[config.mk]
export PLATFORM = sky130hd
export DESIGN_NAME = init_multi
export DESIGN_NICKNAME = d
export VERILOG_FILES = /design/src/rtl/init_multi.sv
export SDC_FILE = /design/constraint.sdc
export NUM_CORES = 1
export LEC_CHECK = 0
export CAP_MARGIN = 25
export CORE_MARGIN = 5
export CORE_UTILIZATION = 31
export DETAILED_ROUTE_END_ITERATION = 10
export HOLD_SLACK_MARGIN = 0.02
export PLACE_DENSITY_LB_ADDON = 0.05
export SLEW_MARGIN = 20
export SYNTH_ARGS = -nofsm -noshare
export SYNTH_HDL_FRONTEND = slang
export SYNTH_SLANG_ARGS = --single-unit
[constraint.sdc]
create_clock -name clk -period 4.5 [get_ports clk]
set_input_delay 0.9 -clock clk [delete_from_list [all_inputs] [get_ports clk]]
set_output_delay 0.9 -clock clk [all_outputs]
set_load 0.01 [all_outputs]
[src/rtl/init_multi.sv]
`default_nettype none
//------------------------------------------------------------------------------
// Module   : init_multi
// Brief    : Multi-channel S-array initialiser. Writes DEPTH words of a
//            selectable fill pattern to all enabled channels in one pass.
// Revision : 1.0 - initial release
//------------------------------------------------------------------------------
module init_multi #(
  parameter int ADDR_W = 8,
  parameter int DATA_W = 8,
  parameter int DEPTH  = 256,
  parameter int NUM_CH = 4
) (
  input  logic              clk,
  input  logic              rst_n,
  input  logic              en,
  input  logic              abort,
  input  logic [1:0]        mode,
  input  logic [DATA_W-1:0] fill_value,
  input  logic [NUM_CH-1:0] ch_mask,
  output logic              rdy,
  output logic [ADDR_W-1:0] addr,
  output logic [DATA_W-1:0] wrdata,
  output logic [NUM_CH-1:0] wren,
  output logic              done
);

  localparam int c_PW = (ADDR_W > DATA_W) ? ADDR_W : DATA_W;
  localparam logic [ADDR_W-1:0] c_LAST_A = ADDR_W'(DEPTH - 1);
  localparam logic [c_PW-1:0]   c_LAST_P = c_PW'(DEPTH - 1);

  localparam logic [0:0] c_IDLE = 1'b0;
  localparam logic [0:0] c_FILL = 1'b1;

  logic [0:0]        r_state, w_state_nxt;
  logic [1:0]        r_mode, w_mode_nxt;
  logic [DATA_W-1:0] r_fill, w_fill_nxt;
  logic [NUM_CH-1:0] r_mask, w_mask_nxt;
  logic              w_rdy_nxt, w_done_nxt;
  logic [ADDR_W-1:0] w_addr_nxt;
  logic [DATA_W-1:0] w_wrdata_nxt;
  logic [NUM_CH-1:0] w_wren_nxt;
  logic              w_accept, w_last;

  // Pattern is formed at the wider of address/data width, then truncated.
  function automatic logic [DATA_W-1:0] f_pattern(input logic [1:0]        m,
                                                  input logic [ADDR_W-1:0] a,
                                                  input logic [DATA_W-1:0] fv);
    logic [c_PW-1:0] v_a;
    logic [c_PW-1:0] v_r;
    v_a = c_PW'(a);
    case (m)
      2'b00:   v_r = v_a;
      2'b01:   v_r = c_LAST_P - v_a;
      2'b10:   v_r = c_PW'(fv);
      default: v_r = v_a ^ c_PW'(fv);
    endcase
    return v_r[DATA_W-1:0];
  endfunction

  assign w_accept = (r_state == c_IDLE) && rdy && en && (|ch_mask);
  assign w_last   = (addr == c_LAST_A);

  always_ff @(posedge clk) begin
    if (!rst_n) begin
      r_state <= c_IDLE;
      r_mode  <= '0;
      r_fill  <= '0;
      r_mask  <= '0;
      rdy     <= 1'b0;
      addr    <= '0;
      wrdata  <= '0;
      wren    <= '0;
      done    <= 1'b0;
    end else begin
      r_state <= w_state_nxt;
      r_mode  <= w_mode_nxt;
      r_fill  <= w_fill_nxt;
      r_mask  <= w_mask_nxt;
      rdy     <= w_rdy_nxt;
      addr    <= w_addr_nxt;
      wrdata  <= w_wrdata_nxt;
      wren    <= w_wren_nxt;
      done    <= w_done_nxt;
    end
  end

  always_comb begin
    w_state_nxt = r_state;
    case (r_state)
      c_IDLE:  if (w_accept) w_state_nxt = c_FILL;
      c_FILL:  if (abort || w_last) w_state_nxt = c_IDLE;
      default: w_state_nxt = c_IDLE;
    endcase
  end

  always_comb begin
    w_mode_nxt   = r_mode;
    w_fill_nxt   = r_fill;
    w_mask_nxt   = r_mask;
    w_rdy_nxt    = rdy;
    w_addr_nxt   = addr;
    w_wrdata_nxt = wrdata;
    w_wren_nxt   = wren;
    w_done_nxt   = 1'b0;
    case (r_state)
      c_IDLE: begin
        w_rdy_nxt  = 1'b1;
        w_wren_nxt = '0;
        if (w_accept) begin
          w_mode_nxt   = mode;
          w_fill_nxt   = fill_value;
          w_mask_nxt   = ch_mask;
          w_rdy_nxt    = 1'b0;
          w_addr_nxt   = '0;
          w_wren_nxt   = ch_mask;
          w_wrdata_nxt = f_pattern(mode, '0, fill_value);
        end
      end
      c_FILL: begin
        // The write on the bus during an abort cycle is still committed.
        if (abort) begin
          w_wren_nxt = '0;
          w_rdy_nxt  = 1'b1;
        end else if (w_last) begin
          w_wren_nxt = '0;
          w_rdy_nxt  = 1'b1;
          w_done_nxt = 1'b1;
        end else begin
          w_addr_nxt   = addr + ADDR_W'(1);
          w_wrdata_nxt = f_pattern(r_mode, addr + ADDR_W'(1), r_fill);
        end
      end
      default: begin
        w_wren_nxt = '0;
        w_rdy_nxt  = 1'b0;
      end
    endcase
  end

endmodule
`default_nettype wire

==> flow_summary.yaml, run 1 <==
run_status:
  status: "finished clean"
clock_tree:
  cts_tree: "yes"
  cts_setup_buffers: 0
  hold_buffers: 0
  cts_resized: 0
  htreeDepth: 2
  clock-sinks: 33
  cts_root_buf: "clkbuf_8"
  ctsLongestPathBuffers: 2
  path_clk_slew_ps: 70
  numCtsBuffers: 5
  worstSkewPairLatency_ps: 290
timing:
  period_needed_ps: 2540
  min_period_over_period_pct: 56.5
  rsz0062_at_grt: "no"
  fmaxAchievable_mhz: 393
  fin_skew_ps: 5.86
  setup_viol: 0
  maxSlewHeadroom_pct: 60.7
  final_hold_viol_count: 0
  tns_ps: 0
  postLayoutSetupSlackWorst_ps: 1960
  hold_ws_ps: 460
  tightest_slew_ps: 590
  final_max_slew_viol_count: 0
pwr:
  p_leak_nw: 0.793
  powerDensity_nw_per_um2: 275
  irDropWorstVdd_uv: 123
drt:
  vias: 1877
  postRouteAntennaNets: 0
  drt_first_pass_iters: 4
  drt_iter0_drc: 72
  routedWlPerCell_um: 17.3
  drt-total-wl_um: 6020
  avgViaCountPerCell: 5.38
  drc: 0
floorplan:
  io_pins: 40
  fp-row-count: 29
  die-area_sq_um: 8060
  die_w_um: 89.8
  fp.coreArea_sq_um: 6280
  initial_core_util_pct: 31.5
  dieHeight_um: 89.8
place:
  dpl.hpwl_um: 4170
  place_congestion: 0.761
  dp.cells: 342
  numPortBuffers: 39
  dpl_worst_slack_ps: 1630
critical_path:
  crit_fanout: 14
  crit_path_end_kind: "register"
  start_kind: "primary input"
  startpoint: "abort"
  regToRegStartpoint: "addr[0]$_SDFFE_PN0P_"
  crit_type: "in -> reg"
  worstPathArrival_ps: 2730
  critPathRequiredTime_ps: 4690
synthesis:
  syn-num-nets: 262
  async_flop_share_pct: 0
  syn_avg_cell_area_sq_um: 8.13
  synth-main-ff-cell: "dfxtp_1"
  ys_ff_latch: 33
  yosys_warnings: 0
  synth_edf_count: 0
  synthDistinctLibCells: 52
  synthesis.instances: 243
  synthesis.area_sq_um: 1970
  ys_seq_area_share_pct: 33.5
layout:
  syn2layout_area_growth_pct: 23.8
  mostFrequentLayoutCells: "39 x clkdlybuf4s50_1, 34 x a21oi_1, 33 x dfxtp_1"
  stdcell_count: 349
  fillers: 666
  fin_nets: 291
  diodes: 0
  drive_gt1_share_pct: 8.09
  final_common_cell: "clkdlybuf4s50_1"
global_routing:
  grt_remaining_overflow: 0
  antenna_found_initial: 0
  grt_pass1_vias: 1908
  grt_pass1_wl_um: 9980
  grt_util_all_layers_pct: 15.2
  grt_max_degree: 25
flow_run:
  cap_violations: 0
worst_hold_path:
  hp-class: "reg -> reg"
  worstHoldStart: "wrdata[0]$_SDFFE_PN0P_"
==> final timing paths <==
path	to	slack, ps	cells past startpoint
min	wrdata[0]$_SDFFE_PN0P_	460	2
max	wrdata[4]$_SDFFE_PN0P_	1960	6
min reg2reg	wrdata[0]$_SDFFE_PN0P_	460	2
max reg2reg	wrdata[4]$_SDFFE_PN0P_	2140	6
==> cell usage after synthesis (all sizes together) (3+ instances only) <==
cell	instances	share of area (%)
inv	6	1.1
dfxtp	33	33
xor2	5	2.2
nand2	31	5.9
a21oi	35	9.1
nand3	13	3.9
or3	3	0.95
a22oi	4	1.5
a311oi	3	1.3
nor2	17	3.7
o21ai	9	2.3
o22ai	3	0.95
xnor2	7	3.1
nor3	8	2.0
buf	16	5.8
nand2b	5	2.0
a31oi	3	1.7
a211oi	6	2.3
clkbuf	5	0.95
==> stage by stage <==
stage / power [mW] / cell area, sq um / util (%)
final: 0.671 / 2440 / 38.9
after global routing: 0.707 / 2440 / 38.9
after CTS: 0.682 / 2440 / 38.9
after detailed placement: 0.444 / 2360 / 37.6
after global placement: 0.444 / 2360 / 37.6
after floorplan: 0.393 / 1970 / -
==> logic make-up (layout without fill, tap and decap cells) <==
family | count (synthesis) | count (layout) | synth area share [%]
buffers and inverters | 27 | 56 | 7.86
flip-flops | 33 | 33 | 33.5
multiplexers | 1 | 1 | 0.507
AO/OA/AOI/OAI | 79 | 79 | 28.9
XOR/XNOR | 12 | 12 | 5.32
adder cells (fa/ha/maj) | 1 | 1 | 0.634
AND/OR/NAND/NOR | 90 | 90 | 23.3
==> cell type report <==
class                   count  area, sq um  area share, %
clock buffers               7         86.3           3.53
inverters                   6         22.5          0.921
multi-input cells         183         1160           47.4
flip-flops and latches     33          661           27.0
well taps                  77         96.3           3.94
repair buffers             43          420           17.2
==> layer usage <==
metal  GRT usage [%]  share of wire (%)
met1            19.9                 49
met2            24.1                 45
met3            3.92                4.6
met4            5.54                1.8
met5               0                  0
==> registers in the layout, indices dropped and copies added, names as in the netlist <==
name and count:
r_mode 2, done 1, wrdata 8, addr 8
r_state 1, rdy 1, r_fill 8, wren 4
==> critical path: stages <==
cell and delay (ps):
clkdlybuf4s50_1 420, nand2b_1 250, a31oi_4 540, nand2b_4 290, nor2_1 70, a2111oi_4 250
==> power breakdown <==
part	leakage, nW	switching (mW)	internal, mW
combinational	0.480	0.0673	0.0559
clock	0.0443	0.113	0.121
sequential	0.268	0.00975	0.304
Note: power is estimated with default switching activity, not from simulation.
==> run 2: changes to the inputs <==
==> constraint.sdc (replaced) <==
create_clock -name clk -period 2.4 [get_ports clk]
set_input_delay 0.48 -clock clk [delete_from_list [all_inputs] [get_ports clk]]
set_output_delay 0.48 -clock clk [all_outputs]
set_load 0.01 [all_outputs]
==> run 2 against run 1 <==
Combinational power is 93% higher. Clock skew is 3.5 ps higher. Global-route usage is 0.30 points lower. Clock power is 100% higher. Sequential cell count stayed put. Largest cell class unchanged. Sequential share of layout area is 1.1 points lower. First-iteration DRC count is 61% higher.
==> flow_summary.yaml, run 2 (synthesis gave the netlist of run 1 again) <==
worst_hold_path:
  hp-class: "reg -> reg"
  worstHoldStart: "wrdata[1]$_SDFFE_PN0P_"
floorplan:
  io_pins: 40
  initial_core_util_pct: 31.5
  fp.coreArea_sq_um: 6280
  die_w_um: 89.8
  dieHeight_um: 89.8
  fp-row-count: 29
  die-area_sq_um: 8060
global_routing:
  grt_max_degree: 16
  antenna_found_initial: 0
  grt_pass1_wl_um: 9780
  grt_util_all_layers_pct: 14.9
  grt_remaining_overflow: 0
  grt_pass1_vias: 1857
critical_path:
  crit_chain: "ha_1 -> and3_1 -> buf_4 -> nor3_1 -> o21ai_0 -> o211ai_1 -> a2111oi_4"
  critPathMaxStageDelay_ps: 440
  start_kind: "register"
  cp_slowest_cell: "dfxtp_1"
  startpoint: "addr[1]$_SDFFE_PN0P_"
  crit_path_end_kind: "register"
  worstPathArrival_ps: 2240
  critPathRequiredTime_ps: 2600
  regToRegStartpoint: "addr[1]$_SDFFE_PN0P_"
  crit_fanout: 6
  crit_type: "reg -> reg"
clock_tree:
  hold_buffers: 0
  cts_tree: "yes"
  cts_setup_buffers: 0
  htreeDepth: 2
  ctsLongestPathBuffers: 2
  cts_resized: 0
  cts_root_buf: "clkbuf_8"
  worstSkewPairLatency_ps: 290
  clock-sinks: 33
  numCtsBuffers: 5
  path_clk_slew_ps: 80
drt:
  vias: 1938
  met1_length_um: 2890
  routedWlPerCell_um: 16.4
  drt-total-wl_um: 5930
  drt_first_pass_iters: 4
  drc: 0
  route.met3.wl_um: 286
  met2_wirelength_um: 2680
  postRouteAntennaNets: 0
  top_layer: "met4"
  drt_iter0_drc: 116
  avgViaCountPerCell: 5.35
timing:
  period_needed_ps: 2040
  tightest_slew_ps: 559
  setup_viol: 0
  tns_ps: 0
  final_max_slew_viol_count: 0
  final_hold_viol_count: 0
  hold_ws_ps: 466
  min_period_over_period_pct: 85.2
  fmaxAchievable_mhz: 489
  maxSlewHeadroom_pct: 62.7
  fin_skew_ps: 9.32
  rsz0062_at_grt: "no"
place:
  numPortBuffers: 39
  place_congestion: 0.768
  dpl.hpwl_um: 4270
run_status:
  status: "finished clean"
layout:
  multi_input_area_sq_um: 1160
  final_common_cell: "clkdlybuf4s50_1"
  regArea_sq_um: 661
  mostFrequentLayoutCells: "39 x clkdlybuf4s50_1, 34 x a21oi_1, 33 x dfxtp_1"
  top_regs: "addr x8, r_fill x8, wrdata x8"
  drive_gt1_share_pct: 12.6
  fin_nets: 303
  fillers: 697
  diodes: 0
  syn2layout_area_growth_pct: 29.2
pwr:
  p_leak_nw: 0.863
  irDropWorstVdd_uv: 237
  powerDensity_nw_per_um2: 513
  power_mw: 1.31
flow_run:
  cap_violations: 0
-- run 2: changes by cell type in the layout (fill, tap and decap cells not counted) --
cell	delta
clkbuf_8	+1
buf_4	+12
clkbuf_1	-1
clkinv_2	+1
-- run 2: area by class of cell --
type / count / area share (%)
multi-input combinational: 183 / 45.4
sequential: 33 / 25.9
inverter: 6 / 0.883
clock inverter: 1 / 0.196
tap: 77 / 3.78
clock buffer: 7 / 3.78
timing repair buffer: 55 / 20.0
-- run 2: stage by stage --
| step | cell area, sq um | utilization [%] | std cells | setup WS (ps) |
|---|---|---|---|---|
| 5_1_grt | 2550 | 40.6 | 362 | 162 |
| 4_1_cts | 2550 | 40.6 | 362 | 357 |
| 6_report | 2550 | 40.6 | 362 | 356 |
| 3_3_place_gp | 2450 | 39.0 | 354 | 218 |
| 2_1_floorplan | 1970 | - | 243 | 522 |
| 3_5_place_dp | 2450 | 39.0 | 354 | 183 |
-- run 2: final timing paths --
check	to	cells past startpoint	slack, ps
worst max-delay path	wrdata[4]$_SDFFE_PN0P_	7	360
worst min-delay path	wrdata[1]$_SDFFE_PN0P_	2	470
worst max register to register	wrdata[4]$_SDFFE_PN0P_	7	360
worst min register to register	wrdata[1]$_SDFFE_PN0P_	2	470
-- run 2: layer usage --
layer  track usage [%]  vias up
li1                  -      963
met3              3.09        8
met4              4.16        0
met5                 0        -
met2              24.1       54
met1              20.1      913
-- run 2: critical path: cells and delay by family (launching register included) --
kind	cells	cell delay, ps
buffers and inverters	1	170
AND/OR/NAND/NOR	2	310
adder cells (fa/ha/maj)	1	340
flip-flops	1	440
AO/OA/AOI/OAI	3	700
-- run 2: power by group --
part	switching, mW	internal, mW	leakage [nW]
Clock	0.219	0.260	0.0542
Sequential	0.0222	0.570	0.268
Combinational	0.122	0.115	0.540
Total	0.363	0.944	0.863
